--- src/rtl/tff_pkg.sv ---
// Shared types and helpers for the toggle-cell counter: modulo arithmetic,
// load clamping and the legal-parameter check.
package tff_pkg;

  localparam int MAX_WIDTH = 32;

  // One spare bit so q+1 and a modulus of 2**32 are both representable.
  typedef logic [MAX_WIDTH:0] wide_t;

  function automatic wide_t clamp_mod(wide_t value, wide_t modulus);
    return (value >= modulus) ? modulus - wide_t'(1) : value;
  endfunction

  // Result is {wrap, next}.
  function automatic logic [MAX_WIDTH+1:0] next_count(wide_t q, logic up, wide_t modulus);
    wide_t last;
    wide_t nxt;
    logic  wrap;
    last = modulus - wide_t'(1);
    wrap = 1'b0;
    if (up) begin
      if (q == last) begin
        nxt  = '0;
        wrap = 1'b1;
      end else begin
        nxt = q + wide_t'(1);
      end
    end else begin
      if (q == '0) begin
        nxt  = last;
        wrap = 1'b1;
      end else begin
        nxt = q - wide_t'(1);
      end
    end
    return {wrap, nxt};
  endfunction

  function automatic bit params_ok(int width, longint modulus, longint reset_val);
    return (width >= 1) && (width <= MAX_WIDTH) &&
           (modulus >= 2) && (modulus <= (longint'(1) << width)) &&
           (reset_val >= 0) && (reset_val < modulus);
  endfunction

endpackage

--- src/rtl/tff_cell.sv ---
// Single toggle flip-flop with asynchronous reset to a per-instance value.
module tff_cell #(
  parameter logic INIT = 1'b0
) (
  input  logic clk,
  input  logic reset,
  input  logic T,
  output logic Q
);

  always_ff @(posedge clk or posedge reset) begin
    if (reset) begin
      Q <= INIT;
    end else if (T) begin
      Q <= ~Q;
    end
  end

endmodule

--- src/rtl/tff_counter.sv ---
// Modulo-N up/down counter whose state lives in a bank of toggle cells;
// clear, load and count all reach the cells through their toggle inputs.
module tff_counter
  import tff_pkg::*;
#(
  parameter int     WIDTH     = 8,
  parameter longint MODULUS   = longint'(1) << WIDTH,
  parameter longint RESET_VAL = 0
) (
  input  logic             clk,
  input  logic             reset,
  input  logic             clr,
  input  logic             load,
  input  logic [WIDTH-1:0] load_val,
  input  logic             en,
  input  logic             up,
  output logic [WIDTH-1:0] q,
  output logic             tc,
  output logic             wrapped
);

  localparam wide_t MOD_W = wide_t'(MODULUS);

  generate
    if (!params_ok(WIDTH, MODULUS, RESET_VAL)) begin : g_param_check
      $error("tff_counter: illegal WIDTH/MODULUS/RESET_VAL combination");
    end
  endgenerate

  logic [WIDTH-1:0]       next_q;
  logic [WIDTH-1:0]       toggle;
  logic                   wrap_ev;
  logic [MAX_WIDTH+1:0]   count_res;
  wide_t                  load_clamped;
  logic                   unused_bits;

  // Priority clr > load > en; only a count can produce a wrap event.
  always_comb begin
    count_res    = next_count(wide_t'(q), up, MOD_W);
    load_clamped = clamp_mod(wide_t'(load_val), MOD_W);
    next_q       = q;
    wrap_ev      = 1'b0;
    if (clr) begin
      next_q = '0;
    end else if (load) begin
      next_q = load_clamped[WIDTH-1:0];
    end else if (en) begin
      next_q  = count_res[WIDTH-1:0];
      wrap_ev = count_res[MAX_WIDTH+1];
    end
  end

  assign unused_bits = ^{count_res[MAX_WIDTH:WIDTH], load_clamped[MAX_WIDTH:WIDTH]};
  assign toggle      = q ^ next_q;

  generate
    for (genvar i = 0; i < WIDTH; i++) begin : g_cells
      tff_cell #(.INIT(RESET_VAL[i])) u_cell (
        .clk   (clk),
        .reset (reset),
        .T     (toggle[i]),
        .Q     (q[i])
      );
    end
  endgenerate

  always_ff @(posedge clk or posedge reset) begin
    if (reset) begin
      tc      <= 1'b0;
      wrapped <= 1'b0;
    end else begin
      tc <= wrap_ev;
      if (clr) begin
        wrapped <= 1'b0;
      end else if (wrap_ev) begin
        wrapped <= 1'b1;
      end
    end
  end

endmodule

--- config.mk ---
export PLATFORM = sky130hd
export DESIGN_NAME = tff_counter
export DESIGN_NICKNAME = d
export VERILOG_FILES = /design/src/rtl/tff_pkg.sv /design/src/rtl/tff_cell.sv /design/src/rtl/tff_counter.sv
export SDC_FILE = /design/constraint.sdc
export NUM_CORES = 1
export LEC_CHECK = 0
export CAP_MARGIN = 20
export CORE_MARGIN = 2
export CORE_UTILIZATION = 49
export CTS_CLUSTER_SIZE = 24
export DETAILED_ROUTE_END_ITERATION = 8
export MAX_ROUTING_LAYER = met4
export PLACE_DENSITY = 0.79
export SYNTH_ARGS = -nofsm -noshare
export SYNTH_HDL_FRONTEND = slang
export SYNTH_SLANG_ARGS = --single-unit
--- constraint.sdc ---
create_clock -name clk -period 1.89 [get_ports clk]
set_input_delay 0.2835 -clock clk [delete_from_list [all_inputs] [get_ports clk]]
set_output_delay 0.2835 -clock clk [all_outputs]
set_load 0.1 [all_outputs]
## Word level (Yosys, flattened, before mapping)

Index checks and enable logic that the tools add are counted.

| operators by class | value |
|---|---|
| add/subtract/negate cells | 2 |
| eq/ne operators | 1 |
| mux-type cells | 14 |
| bitwise operators | 9 |
| reduce and logical (&&, ||, !) cells | 2 |

Operator list:

| kind | count |
|---|---|
| 2-to-1 mux 8 bit | 6 |
| adder 8 x 1 -> 8 bit (second input constant) | 1 |
| == test 8 bit (second input constant) | 1 |
| logical NOT 8 bit | 1 |
| 2-to-1 mux 1 bit | 8 |
| NOT 1 bit | 8 |
| subtractor 8 x 1 -> 8 bit (second input constant) | 1 |
| bitwise XOR 8 bit | 1 |
| nonzero test 2 bit | 1 |

| storage, ports and cells | value |
|---|---|
| register bits after elaboration | 10 |
| output and inout bits | 10 |
| word-level logic and storage cells | 38 |

## Depth between registers and ports, before layout

| logic depth | value |
|---|---|
| depth after elaboration | 8 |
| gate-level depth with buffers | 7 |
| depth with buffers taken out | 6 |

## Modules after synthesis

Synthesis repeated with hierarchy kept, for this count alone.

| second synthesis, totals | value |
|---|---|
| cells, all modules | 155 |
| area total of the unflattened synthesis | 1,199.9 um2 |

Modules (own cells, without submodules):

| module | times used | cells each | area an instance (um2) | sequential area each (um2) |
|---|---|---|---|---|
| tff_counter | 1 | 131 | 899.6 | 50.0 |
| tff_cell | 8 | 3 | 37.5 | 25.0 |

## Worst setup path after synthesis

No wires, ideal clock.

| path | value |
|---|---|
| kind | reg2reg |
| start point | reg g_cells[0].u_cell.Q |
| end point | reg g_cells[5].u_cell.Q |
| data arrival time | 1,618 ps |
| slack | 178 ps |
| cell stages (with the launch flop) | 8 |
| cells stage by stage | dfrtp_1 -> buf_2 -> inv_1 -> ha_1 -> nor3b_1 -> o21ai_0 -> a211o_1 -> a221oi_2 |

| on the way | value |
|---|---|
| cells in the longest elaborated chain, start to end | 7 |

RTL lines:

| item | RTL line | RTL |
|---|---|---|
| start, declared | tff_cell.sv:8 | `output logic Q` |
| start signal, assigned | tff_cell.sv:15 | `Q <= ~Q;` |
| subtractor 8 x 1 -> 8 bit, or another cell as far along | tff_pkg.sv:33 | `nxt = q - wide_t'(1);` |
| 2-to-1 mux 8 bit, on equally long branches | tff_pkg.sv:29, tff_pkg.sv:22 |  |
| 2-to-1 mux 8 bit (*) | tff_pkg.sv:21 | `if (up) begin` |
| 2-to-1 mux 8 bit (*) | tff_counter.sv:47 | `end else if (en) begin` |
| 2-to-1 mux 8 bit (*) | tff_counter.sv:45 | `end else if (load) begin` |
| 2-to-1 mux 8 bit (*) | tff_counter.sv:43 | `if (clr) begin` |
| bitwise XOR 8 bit (*) | tff_counter.sv:54 | `assign toggle = q ^ next_q;` |
| end signal, assigned | tff_cell.sv:15 |  |
| end, declared | tff_cell.sv:8 |  |

Mark *: on every way between the ends. The rest lies on a longest branch, timed or not.
A chain may end at the register's enable or synchronous reset.

## Worst setup path after layout

Ends and elaborated chain as after synthesis.

==> flow_summary.toml <==
[clocking]
cts_buffers = 3
cts_tree = "built"
clockBufferDepth = 2
path_clk_slew_ps = 80
cts_setup_buffers = 0
htreeDepth = 1
root_buffer = "clkbuf_4"
insertion_delay_ps = 290
cts.sinks = 10

[timing]
period_minus_slack_ps = 1760
finalSetupViolCount = 0
fin_skew_ps = 2.67
slew_headroom_pct = 66.2
fin_crit_sh_pct = 93.4
hold_viol_final = 0
fin_tns_setup_ps = 0
rsz0062_at_grt = "no"
hold_ws_ps = 284
final_max_slew_viol_count = 0
fmax_mhz = 567
worst_slew_pin_slew_ps = 507

[critical_path]
worstSetupPathType = "reg2reg"
cp-start-kind = "register"
worstPathRequired_ps = 2100
path_cells = "inv_1, ha_1, nor3b_2, o21ai_0, a211o_1, a221oi_2"
reg2reg_depth = 6
critical_path_arrival_ps = 1980
cp_top_family = "compound AO/OA/AOI/OAI gates"
critPathBufInv = 1
r2r_setup_slack_ps = 130
cp_max_fo = 3
critPathCaptureType = "register"
slowest_delay_ps = 420
cp.depth = 6
crit_slowest_cell = "dfrtp_1"

[route]
first_iter_violations = 50
vias_per_cell = 6.21
wl_per_cell_um = 16.9
drt_first_pass_iters = 4
vias = 1074
ant_nets = 0
wl_um = 2920
drc = 0

[run]
drv_cap = 0

[synth]
synthTopCellsByArea = "dfrtp_1 (25%), buf_4 (6.8%), a21oi_1 (5.5%)"
synth_seq_cells = 10
syn-cell-area_um2 = 1000
yosysWarnings = 0
yosysTopAreaCell = "dfrtp_1"
synth_top_area_share_pct = 25.0
syn_avg_cell_area_um2 = 8.13
syn_nets = 140
synth_cells = 123
yosysSeqAreaShare_pct = 25.0
synth.distinct_cells = 43

[die]
core-area_mm2 = 0.00194
initial_core_util_pct = 51.5
die-height_um = 49.2
die_area_mm2 = 0.00242
pin_count = 24
die_w_um = 49.2
rows = 16

[pwr]
peakVddDrop_mv = 0.405
p_leak_uw = 0.000587
combPwrFrac_pct = 46.0
power.density_mw_per_mm2 = 649
p_clk_share_pct = 24.9
switching_share_pct = 42.4
p_seq_share_pct = 29.2
switchingPower_uw = 377
internal-power_uw = 512

[cells_and_area]
synthToLayoutAreaGrowth_pct = 36.9
nets = 164
antenna_cells = 0
drive_gt1_share_pct = 26.0
final_util_pct = 70.5

[place]
dp_hpwl_um = 2200
port_buffers = 23
place.gp.congestion = 0.930

[global_route]
grt_antenna_before_repair = 0
grt_max_degree = 13
grt_overflow = 0
grt_pass1_vias = 998
grt_pass1_wl_um = 4690
grt_util_all_layers_pct = 26.4

[status]
status = "finished clean"

[hold_path]
min_path_type = "in2async"
-- final timing paths --
kind,end,start
min in group clk,wrapped$_DFFE_PP0P_,wrapped$_DFFE_PP0P_
worst min-delay path,g_cells[5].u_cell.Q$_DFFE_PP0P_,reset
worst max register to register,g_cells[5].u_cell.Q$_DFFE_PP0P_,g_cells[0].u_cell.Q$_DFFE_PP0P_
max in group asynchronous,g_cells[1].u_cell.Q$_DFFE_PP0P_,reset
worst max-delay path,g_cells[5].u_cell.Q$_DFFE_PP0P_,g_cells[0].u_cell.Q$_DFFE_PP0P_
worst min register to register,wrapped$_DFFE_PP0P_,wrapped$_DFFE_PP0P_
-- synth_stat cells --
| cell type | n |
|---|---|
| nor3_1 | 2 |
| a221oi_2 | 1 |
| a21oi_1 | 11 |
| o2bb2ai_1 | 2 |
| a32o_1 | 2 |
| o22ai_2 | 1 |
| and4_1 | 2 |
| a211o_1 | 1 |
| o31a_1 | 1 |
| nor2b_1 | 5 |
| nor4_4 | 1 |
| a32oi_1 | 1 |
| o211a_1 | 1 |
| a21oi_2 | 1 |
| a311o_1 | 1 |
| nor2_1 | 6 |
| a22o_1 | 1 |
| buf_6 | 2 |
| a31oi_1 | 3 |
| nor3b_1 | 2 |
| and3_2 | 1 |
| xnor2_1 | 1 |
| o22ai_1 | 1 |
| nand3_1 | 4 |
| a21o_1 | 1 |
| or4b_1 | 1 |
| a221o_1 | 2 |
| mux2i_1 | 1 |
| clkbuf_1 | 5 |
| inv_1 | 10 |
| inv_2 | 1 |
| ha_1 | 3 |
| buf_4 | 9 |
| o21ai_0 | 6 |
| nand2_1 | 6 |
| o21ai_1 | 1 |
| and4_4 | 1 |
| o211ai_1 | 4 |
| nor4_2 | 1 |
| dfrtp_1 | 10 |
| and3_1 | 1 |
| buf_2 | 3 |
| nand4_1 | 3 |
-- state kept, by name (all words and copies together) (netlist names) --
name              cells
g_cells.u_cell.Q      8
tc                    1
wrapped               1
-- per-stage QoR --
stage / area, um2 / worst slack, ps / std cells / total power (uW)
6_report: 1370 / 125 / 173 / 889
5_1_grt: 1370 / 39.9 / 173 / 920
4_1_cts: 1360 / 88.6 / 173 / 881
3_5_place_dp: 1330 / 31.1 / 169 / 663
3_3_place_gp: 1330 / 69.1 / 169 / 652
2_1_floorplan: 1000 / 178 / 123 / 532
-- worst reg2reg max path: cells and delay by family (launching register included) --
family,cells,cell delay (ps)
adder cells (fa/ha/maj),1,200
AO/OA/AOI/OAI,3,660
buffers and inverters,1,90
AND/OR/NAND/NOR,1,310
flip-flops,1,420
-- kinds of logic (layout without fill, tap and decap cells) --
| group | count (synthesis) | in the layout | synth area share, % |
|---|---|---|---|
| compound gates | 42 | 42 | 30.2 |
| buf+inv | 30 | 53 | 16.5 |
| fa+ha+maj | 3 | 3 | 3.76 |
| mux | 1 | 1 | 1.00 |
| simple gates | 36 | 36 | 22.7 |
| flops | 10 | 10 | 25.0 |
| xor+xnor | 1 | 1 | 0.876 |
-- what timing repair did --
action	CTS	global route
hold buffers	0	0
endpoints found under the setup margin	0	1
endpoints found under the hold margin	0	0
gates resized for setup	0	1
-- area by class of cell --
class	count	area (um2)
timing repair buffer	38	418
inverter	11	41.3
fill	164	573
sequential	10	250
clock buffer	4	36.3
tap	27	33.8
multi-input combinational	83	589
-- power groups by stage --
stage | clock [uW] | sequential [uW] | combinational, uW
final | 221 | 259 | 409
after floorplan | 0 | 250 | 281
after global routing | 227 | 262 | 430
after detailed placement | 0 | 262 | 400
after CTS | 221 | 258 | 402
after global placement | 0 | 262 | 390
-- metal layers --
layer	track usage (%)	share of wire (%)	vias up
met4	13.8	2.1	0
li1	-	-	491
met1	32.6	40	509
met5	-	0	-
met2	40.3	49	67
met3	5.52	8.6	7
-- layout by cell type (no fill, tap or decap), types with 2 or more instances in the layout --
master,n
nor2b_1,5
nand2_1,6
o211ai_1,4
a31oi_1,3
o21ai_0,6
a221o_1,2
clkdlybuf4s50_1,13
nand4_1,3
dfrtp_1,10
clkbuf_4,3
buf_4,17
o2bb2ai_1,2
a32o_1,2
ha_1,3
and4_1,2
nor3_1,2
nor2_1,6
inv_1,10
a21oi_1,11
buf_12,8
nand3_1,4
Note: power is estimated with default switching activity, not from simulation.
==> patch, RTL diff (same settings) <==
Change the parameter `WIDTH` from 8 to 9.
--- a/src/rtl/tff_counter.sv
+++ b/src/rtl/tff_counter.sv
@@ -3,7 +3,7 @@
 module tff_counter
   import tff_pkg::*;
 #(
-  parameter int     WIDTH     = 8,
+  parameter int     WIDTH     = 9,
   parameter longint MODULUS   = longint'(1) << WIDTH,
   parameter longint RESET_VAL = 0
 ) (
Ports: changed (resized load_val and q); port bits go from 24 to 26. The function was not compared with the original's and may differ.
==> patch against the unedited design <==
First-iteration DRC count fell by 22%; die area rose by 11%; routed wire length rose by 12%; sequential cell count rose by 1; worst hold slack improved by 0.025 ns; total power rose by 5.7%; worst setup slack got worse by 0.086 ns; synthesized area rose by 12%; via count rose by 12%; final area rose by 16%; count of clock-buffer cells in the layout fell by 1; clock skew fell by 0.00069 ns; largest cell class unchanged.
==> patch: results (changes against the unedited design) <==
- Result of the run: complete, no violations
- Sequential-to-total area share from yosys stat: 24.7% (-0.34 points)
- TritonRoute pass-1 iters: 4 (unchanged)
- Cts bufs inserted: 3 (unchanged)
- Share of flip-flops with an asynchronous set or reset: 100% (unchanged)
- Hold Crit Class: input port to async pin
- Max FO, Critical Path: 7 (+4)
- Port Buffers: 25 (+8.7%)
- Top Registers: g_cells.u_cell.Q x9, tc x1, wrapped x1
- Detail-routed net length per standard cell: 16.6 um (-1.4%)
- Synthesized area per cell: 8.08 um^2 (-0.61%)
- First-pass GRT wire length: 5030 um (+7.2%)
- Worst vdd rail ir drop: 0.412 mV (+1.7%)
- Buffer levels on the longest clock path: 2 (unchanged)
- Worst-case register-to-register setup slack: 0.04 ns (-0.09 ns)
- Number of global-route vias before repair: 1130 (+13%)
- Average via count per standard cell: 6.14 (-1.1%)
- Cells after DPL: 188 (+11%)
- Max transition margin: 68.7% (+2.5 points)
- Clock edge transition at the registers on the reported setup and hold paths: 0.08 ns (about the same)
- Global placer's final weighted congestion: 0.985 (+5.9%)
- Number of setup violations in the final report: 0 (unchanged)
- Fraction of final layout cells with drive strength greater than 1: 33.9% (+7.9 points)
- Fin Clk Skew: 0.00197 ns (-0.000693 ns)
- Synthesized Nets: 156 (+11%)
- R2R cell count: 8 (+2)
- Critical path capture point: g_cells[4].u_cell.Q$_DFFE_PP0P_
- HPWL reported at the end of detailed placement: 2260 um (+2.6%)
- Data arrival time at the worst-slack endpoint: 2.02 ns (+0.04 ns)
- Clk Latency, worst-skew pair: 0.28 ns
- Worst setup path start: g_cells[0].u_cell.Q$_DFFE_PP0P_
- Largest net degree at the start of global routing: 20 (+7)
- Cell types occupying the most area after synthesis: dfrtp_1 25%, buf_4 6.1%, a21oi_1 4.9%
- Root buffer cell: clkbuf_4
- Synth cell count leaders: 11 x a21oi_1, 11 x dfrtp_1, 11 x inv_1
- Global-route usage over all layers: 26.0% (-0.40 points)
- Leakage: 0.685 nW (+17%)
- Number of antenna violations at the first check in global routing: 0 (unchanged)
- H-Tree Level Count: 1 (unchanged)
- Yosys warning total: 0 (unchanged)
- Drt first-iter violations: 39 (-22%)
- Cell variety after synth: 52 (+21%)
- Most frequently used flop master after synthesis: dfrtp_1
- Antenna diode count: 0 (unchanged)
- Wire length after detailed routing: 3260 um (+12%)
==> patch: changes by cell type after synthesis, moves of 3 or more <==
cell	change
nor2b_1	-3
nor3_1	+4
nor4_1	+3
o21a_1	+3
o21ai_0	-3
==> patch: report_power, final <==
group	switching [mW]	internal, mW	leakage (nW)
sequential	0.0202	0.252	0.143
combinational	0.289	0.209	0.524
clock	0.0913	0.0785	0.0177
total	0.400	0.540	0.685
==> patch: cell type report <==
class                   instances  area, um^2
well taps                      28        35.0
repair buffers                 47         488
inverters                      11        41.3
flip-flops and latches         11         277
clock buffers                   3        22.5
clock inverters                 1        5.00
fillers                       160         601
multi-input cells              95         722
==> patch: worst max-delay path, cell delays in order, from the launching register on <==
cell,delay (ns)
dfrtp_1,0.39
ha_2,0.21
nand3_1,0.11
nor2_2,0.15
ha_4,0.19
inv_1,0.09
o211ai_1,0.19
a21boi_0,0.12
o31a_1,0.29
==> patch: per-layer routing <==
metal | vias to the layer above | track usage, % | part of all wire [%]
met2 | 61 | 44.7 | 51
met5 | - | - | 0
met3 | 14 | 5.46 | 7.5
met4 | 0 | 8.77 | 3.0
met1 | 577 | 30.1 | 38
li1 | 552 | - | -
==> patch: metrics by stage <==
stage	setup WS, ns	setup TNS, ns	total power [mW]	cell area, um^2
finish	0.0396	0	0.940	1590
global route	-0.0670	-0.162	0.977	1590
CTS	0.0328	0	0.919	1500
detailed placement	-0.0117	-0.0153	0.745	1470
global placement	0.0439	0	0.740	1470
floorplan	0.00794	0	0.604	1120
==> patch: worst min path at each step <==
stage | end | start | slack (ns) | depth (start not counted)
3_3_place_gp | wrapped$_DFFE_PP0P_ | wrapped$_DFFE_PP0P_ | 0.50 | 2
4_1_cts | g_cells[1].u_cell.Q$_DFFE_PP0P_ | reset | 0.32 | 2
2_1_floorplan | g_cells[0].u_cell.Q$_DFFE_PP0P_ | reset | 0.14 | 1
5_1_grt | g_cells[1].u_cell.Q$_DFFE_PP0P_ | reset | 0.35 | 2
6_report | g_cells[1].u_cell.Q$_DFFE_PP0P_ | reset | 0.31 | 2
3_5_place_dp | wrapped$_DFFE_PP0P_ | wrapped$_DFFE_PP0P_ | 0.53 | 2
==> patch: cell families after synthesis <==
kind of cell               count (synthesis)  share of synthesized area, %
and+or+nand+nor                           45                          24.2
AOI/OAI and AO/OA                         43                          27.5
buffers and inverters                     32                          16.0
DFF                                       11                          24.7
adders and majority gates                  3                          3.37
xor gates and xnor gates                   2                          2.25
muxes                                      2                          1.91
==> patch: timing repair <==
action,4_1_cts,5_1_grt
pin swaps,0,0
buffers inserted,0,4
hold endpoints to repair,0,0
setup endpoints to repair,3,6
resized for setup,2,11
